$ cat config.mk
export PLATFORM = sky130hd
export DESIGN_NAME = rb_loader
export DESIGN_NICKNAME = d
export VERILOG_FILES = /design/src/rtl/rb_loader_pkg.sv /design/src/rtl/rb_loader_ser_shift8.sv /design/src/rtl/rb_loader.sv
export SDC_FILE = /design/constraint.sdc
export NUM_CORES = 1
export LEC_CHECK = 0
export ABC_AREA = 1
export BUFFER_PORTS_ARGS = -buffer_cell sky130_fd_sc_hd__buf_2
export CORE_UTILIZATION = 50
export DETAILED_ROUTE_END_ITERATION = 12
export GPL_ROUTABILITY_DRIVEN = 0
export GPL_TIMING_DRIVEN = 0
export HOLD_SLACK_MARGIN = 0.08
export PLACE_DENSITY = 0.71
export REMOVE_ABC_BUFFERS = 1
export SYNTH_ARGS = -nofsm -noshare
export SYNTH_HDL_FRONTEND = slang
export SYNTH_SLANG_ARGS = --single-unit
$ cat constraint.sdc
create_clock -name clk -period 1.6 [get_ports clk]
set_input_delay 0.16 -clock clk [delete_from_list [all_inputs] [get_ports clk]]
set_output_delay 0.16 -clock clk [all_outputs]
set_load 0.01 [all_outputs]
$ cat src/rtl/rb_loader_pkg.sv
// Shared neuron-grid definitions for the register-bank loader.
// RB_LOADER_PARITY_EN selects the 9-bit-per-byte (even parity) framing.
package rb_loader_pkg;

    localparam int IDX_W = 6;

    localparam logic [1:0] SEL_WIN  = 2'd0;
    localparam logic [1:0] SEL_BIAS = 2'd1;
    localparam logic [1:0] SEL_SIGN = 2'd2;
    localparam logic [1:0] SEL_RSVD = 2'd3;

`ifdef RB_LOADER_PARITY_EN
    localparam int CNT_W         = 4;
    localparam int BITS_PER_BYTE = 9;
`else
    localparam int CNT_W         = 3;
    localparam int BITS_PER_BYTE = 8;
`endif

    typedef enum logic [1:0] {
        ST_IDLE = 2'd0,
        ST_HDR  = 2'd1,
        ST_DAT  = 2'd2,
        ST_WR   = 2'd3
    } state_t;

endpackage

$ cat src/rtl/rb_loader_ser_shift8.sv
// Serial-to-byte shifter with wrapping bit counter for rb_loader.
// RB_LOADER_PARITY_EN adds a trailing even-parity bit per byte.
module ser_shift8
    import rb_loader_pkg::*;
(
    input  logic       clk,
    input  logic       rst_n,
    input  logic       clr,
    input  logic       shift,
    input  logic       bit_in,
    output logic       byte_done,
    output logic [7:0] byte_q,
    output logic       par_err
);

    localparam int                SR_W = BITS_PER_BYTE - 1;
    localparam logic [CNT_W-1:0]  LAST = CNT_W'(BITS_PER_BYTE - 1);

    logic [SR_W-1:0]  sr;
    logic [CNT_W-1:0] cnt;

    always_ff @(posedge clk or negedge rst_n) begin
        if (!rst_n) begin
            sr  <= '0;
            cnt <= '0;
        end else if (clr) begin
            cnt <= '0;
        end else if (shift) begin
            sr  <= {sr[SR_W-2:0], bit_in};
            cnt <= (cnt == LAST) ? '0 : cnt + 1'b1;
        end
    end

    // byte_done fires on the edge that samples the last bit of the byte,
    // so byte_q includes the bit currently on bit_in where applicable.
    assign byte_done = shift && (cnt == LAST);

`ifdef RB_LOADER_PARITY_EN
    assign byte_q  = sr;
    assign par_err = byte_done && (bit_in != (^sr));
`else
    assign byte_q  = {sr, bit_in};
    assign par_err = 1'b0;
`endif

endmodule

$ cat src/rtl/rb_loader.sv
// Serial configuration front end: framed bit stream -> neuron register bank writes.
// Optional RB_LOADER_PARITY_EN: per-byte even parity, mismatches set err.
module rb_loader
    import rb_loader_pkg::*;
#(
    parameter int N_NEURONS = 4
) (
    input  logic                 clk,
    input  logic                 rst_n,
    input  logic                 frame,
    input  logic                 ser_valid,
    input  logic                 ser_in,
    output logic [7:0]           data_in,
    output logic [1:0]           select,
    output logic [N_NEURONS-1:0] en,
    output logic                 trig,
    output logic                 busy,
    output logic                 err
);

    state_t           state;
    logic             armed;
    logic [IDX_W-1:0] hdr_idx;
    logic [1:0]       hdr_sel;
    logic             hdr_perr;

    logic             shift;
    logic             clr;
    logic             byte_done;
    logic [7:0]       byte_q;
    logic             par_err;
    logic             pkt_ok;

    assign shift = ser_valid && frame && ((state == ST_HDR) || (state == ST_DAT));
    assign clr   = (state == ST_IDLE);

    ser_shift8 u_shift (
        .clk       (clk),
        .rst_n     (rst_n),
        .clr       (clr),
        .shift     (shift),
        .bit_in    (ser_in),
        .byte_done (byte_done),
        .byte_q    (byte_q),
        .par_err   (par_err)
    );

    function automatic logic [N_NEURONS-1:0] onehot(input logic [IDX_W-1:0] idx);
        logic [N_NEURONS-1:0] oh;
        oh = '0;
        for (int i = 0; i < N_NEURONS; i++) begin
            oh[i] = (idx == IDX_W'(i));
        end
        return oh;
    endfunction

    assign pkt_ok = (int'(hdr_idx) < N_NEURONS) && (hdr_sel != SEL_RSVD) &&
                    !hdr_perr && !par_err;

    always_ff @(posedge clk or negedge rst_n) begin
        if (!rst_n) begin
            state    <= ST_IDLE;
            armed    <= 1'b1;
            hdr_idx  <= '0;
            hdr_sel  <= SEL_WIN;
            hdr_perr <= 1'b0;
            data_in  <= '0;
            select   <= SEL_WIN;
            en       <= '0;
            trig     <= 1'b0;
            busy     <= 1'b0;
            err      <= 1'b0;
        end else begin
            trig <= 1'b0;
            // A new packet needs a low frame first, so trailing bits of a
            // completed frame can never start a second packet.
            if (!frame) armed <= 1'b1;

            case (state)
                ST_IDLE: begin
                    if (frame && armed) begin
                        state <= ST_HDR;
                        busy  <= 1'b1;
                    end
                end
                ST_HDR: begin
                    if (byte_done) begin
                        hdr_idx  <= byte_q[7:2];
                        hdr_sel  <= byte_q[1:0];
                        hdr_perr <= par_err;
                        state    <= ST_DAT;
                    end else if (!frame) begin
                        state <= ST_IDLE;
                        busy  <= 1'b0;
                    end
                end
                ST_DAT: begin
                    if (byte_done) begin
                        state <= ST_WR;
                        armed <= 1'b0;
                        // Decode is registered on the WR entry edge so the
                        // outputs and trig are valid throughout WR.
                        if (pkt_ok) begin
                            data_in <= byte_q;
                            select  <= hdr_sel;
                            en      <= onehot(hdr_idx);
                            trig    <= 1'b1;
                        end else begin
                            err <= 1'b1;
                        end
                    end else if (!frame) begin
                        state <= ST_IDLE;
                        busy  <= 1'b0;
                    end
                end
                ST_WR: begin
                    state <= ST_IDLE;
                    busy  <= 1'b0;
                end
                default: begin
                    state <= ST_IDLE;
                    busy  <= 1'b0;
                end
            endcase
        end
    end

endmodule

==> impl_metrics.tcl <==
set metrics [dict create \
    worstPathRequired_ns 1.88 \
    final_cell_area_um2 2050 \
    finalHoldViolations 0 \
    final.min_clock_period_ns 1.50 \
    yosysSeqAreaShare 0.546 \
    cts_buffers 5 \
    avgSynthCellArea_um2 8.89 \
    drtPass1Iterations 4 \
    diodes 0 \
    r2r_end "state[0]$_DFFE_PN0P_" \
    synth_largest_area_cell "dfrtp_1" \
    remaining_drc_errors 0 \
    reg2reg_depth 9 \
    die_y_um 61.0 \
    cp-startpoint "state[0]$_DFFE_PN0P_" \
    clkSinkCount 38 \
    powerDensity_nw_per_um2 1090 \
    grt_pass1_wl_um 5090 \
    synth_edf_count 0 \
    yosysWarnings 0 \
    hpwl_um 1940 \
    cp.arrival_ns 1.78 \
    dieArea_um2 3730 \
    crit_end "state[0]$_DFFE_PN0P_" \
    syn_to_final_growth_pct 17.4 \
    hold_slack_ns 0.196 \
    dp.cells 258 \
    grt_pass1_vias 1177 \
    placed_area_um2 1860 \
    power_leakage_nw 1.13 \
    port_buffers 21 \
    grt_max_degree 39 \
    drt_iter0_drc 52 \
    grt_overflow_total 0 \
    coreArea_um2 3340 \
    netlist_area_um2 1740 \
    synth.most_common_cell "nand2_1" \
    wl_um 3110 \
    path_max_fanout 4 \
    setup_viol 0 \
    cts_tree "done" \
    cts.root.buffer_cell "clkbuf_4" \
    start_util 0.522 \
    ctsHtreeMaxLevel 2 \
    worst_pin_slew_ns 0.813 \
    final_cells 275 \
    async_reset_ff_frac 1.00 \
    synth-main-ff-cell "dfrtp_1" \
    ant_nets 0 \
    antenna_found_initial 0 \
    synth_common_cells "65 x nand2_1, 37 x dfrtp_1, 22 x inv_1" \
    maxSlewViolCount 0 \
    drive_gt1_frac 0.223 \
    yosysTopAreaCellShare 0.531 \
    cp-end-kind "flop" \
    relSlewSlack 0.458 \
    final_nets 239 \
    max_freq_mhz 668 \
    routedWlPerCell_um 11.3 \
    reg2reg_slack_ns 0.10 \
    status "complete, no violations" \
    ir_worst_vdd_v 0.000802 \
    skew_ns 0.00759 \
    synthCells 196 \
    synthTopCellsByArea "dfrtp_1 53%, nand2_1 14%, nand3_1 5.7%" \
    p_total_mw 2.24 \
    die_w_um 61.0 \
    hp-class "in2reg" \
    rr_startpoint "state[0]$_DFFE_PN0P_" \
    synth-seq-cells 38 \
    clockBufferDepth 2 \
    pre_cts_slack_ns -0.233 \
    dr_total_vias 1344 \
    timing.final.crit_share 0.935 \
    grt_usage 0.191 \
    yosysUniqueCellTypes 21 \
    row_count 21 \
    rsz0062_at_grt "no" \
    maxCapViolations 0 \
    clk_pin_slew_worst_paths_ns 0.10 \
    setup_ws_ns 0.103 \
    io_pins 22 \
    worst_setup_path_start_kind "flop" \
    timing_worst_setup_path_type "reg2reg" \
    vias_per_cell 4.89 \
    insertion_delay_ns 0.34 \
]
==> layout make-up <==
class	count	area [um^2]
clock inverter	1	30.0
fill	295	1290
multi-input combinational	130	696
tap	46	57.6
clock buffer	7	45.0
inverter	23	86.3
sequential	38	952
timing repair buffer	30	180
==> kinds of logic (layout without fill, tap and decap cells) <==
logic type,after synthesis,in the layout,share of synthesized area
adders and majority gates,6,6,0.0431
DFF,38,38,0.546
buffers and inverters,28,61,0.0739
and+or+nand+nor,101,101,0.254
AOI/OAI and AO/OA,23,23,0.0826
==> flip-flops by register name (all words and copies together), names as in the netlist <==
name / cells
data_in: 8
u_shift.sr: 7
hdr_idx: 6
en: 4
u_shift.cnt: 3
hdr_sel: 2
select: 2
state: 2
armed: 1
busy: 1
err: 1
trig: 1
==> critical path: stages (launching register included) <==
cell and delay, ns:
dfrtp_1 0.38, inv_2 0.07, ha_4 0.30, nand3_4 0.10, nor2_4 0.23, buf_4 0.16, nand2_1 0.06, nand2_1 0.06
nand2_1 0.04, nand2_1 0.05
==> routing by layer <==
metal	wire, um	share of wire	up-vias	GRT usage
li1	-	-	681	-
met1	1450	0.47	637	0.231
met2	1550	0.50	23	0.323
met3	93	0.030	3	0.0441
met4	22	0.0071	0	0.0877
met5	0	0	-	0
==> power by group <==
part	switching, mW	total, mW	internal [mW]
sequential	0.0755	1.14	1.06
combinational	0.289	0.462	0.172
clock	0.309	0.641	0.332
==> cells in the final DEF (no fill, tap or decap) <==
cell type      instances
nand3_1               20
a21oi_1                2
inv_1                 20
nand2_8                1
ha_4                   1
clkbuf_1               2
buf_2                 21
nor2_4                 2
ha_1                   5
o21bai_1               1
nand3_4                1
dlygate4sd3_1          3
nand4_1                2
dfstp_2                1
clkbuf_4               5
nor2_1                 8
inv_2                  3
o21ai_0               13
dfrtp_1               37
o21ai_2                7
nand2_4                1
buf_4                  6
bufinv_16              1
nand2_1               65
nor2_2                 1
==> how the worst min path moves through the flow <==
stage / start / endpoint / cells past startpoint / slack, ns
2_1_floorplan: rst_n / busy$_DFFE_PN0P_ / 0 / -0.14
3_3_place_gp: rst_n / en[2]$_DFFE_PN0P_ / 1 / 0.30
3_5_place_dp: rst_n / en[2]$_DFFE_PN0P_ / 1 / 0.30
4_1_cts: ser_valid / u_shift.cnt[0]$_DFFE_PN0P_ / 4 / 0.21
5_1_grt: ser_valid / u_shift.cnt[0]$_DFFE_PN0P_ / 4 / 0.18
6_report: ser_valid / u_shift.cnt[0]$_DFFE_PN0P_ / 4 / 0.20
==> through the flow <==
stage | TNS [ns] | util
4_1_cts | 0 | 0.603
5_1_grt | 0 | 0.613
3_5_place_dp | -5.07 | 0.558
2_1_floorplan | 0 | -
6_report | 0 | 0.613
3_3_place_gp | -4.43 | 0.558
==> timing repair <==
| item | CTS | global route |
|---|---|---|
| hold buffers | 3 | 0 |
| endpoints found under the hold margin | 39 | 0 |
| resized for setup | 1 | 5 |
| pin swaps | 2 | 2 |
| setup buffers | 5 | 1 |
| endpoints found under the setup margin | 33 | 23 |
No activity file was read; power rests on OpenSTA's default activity.
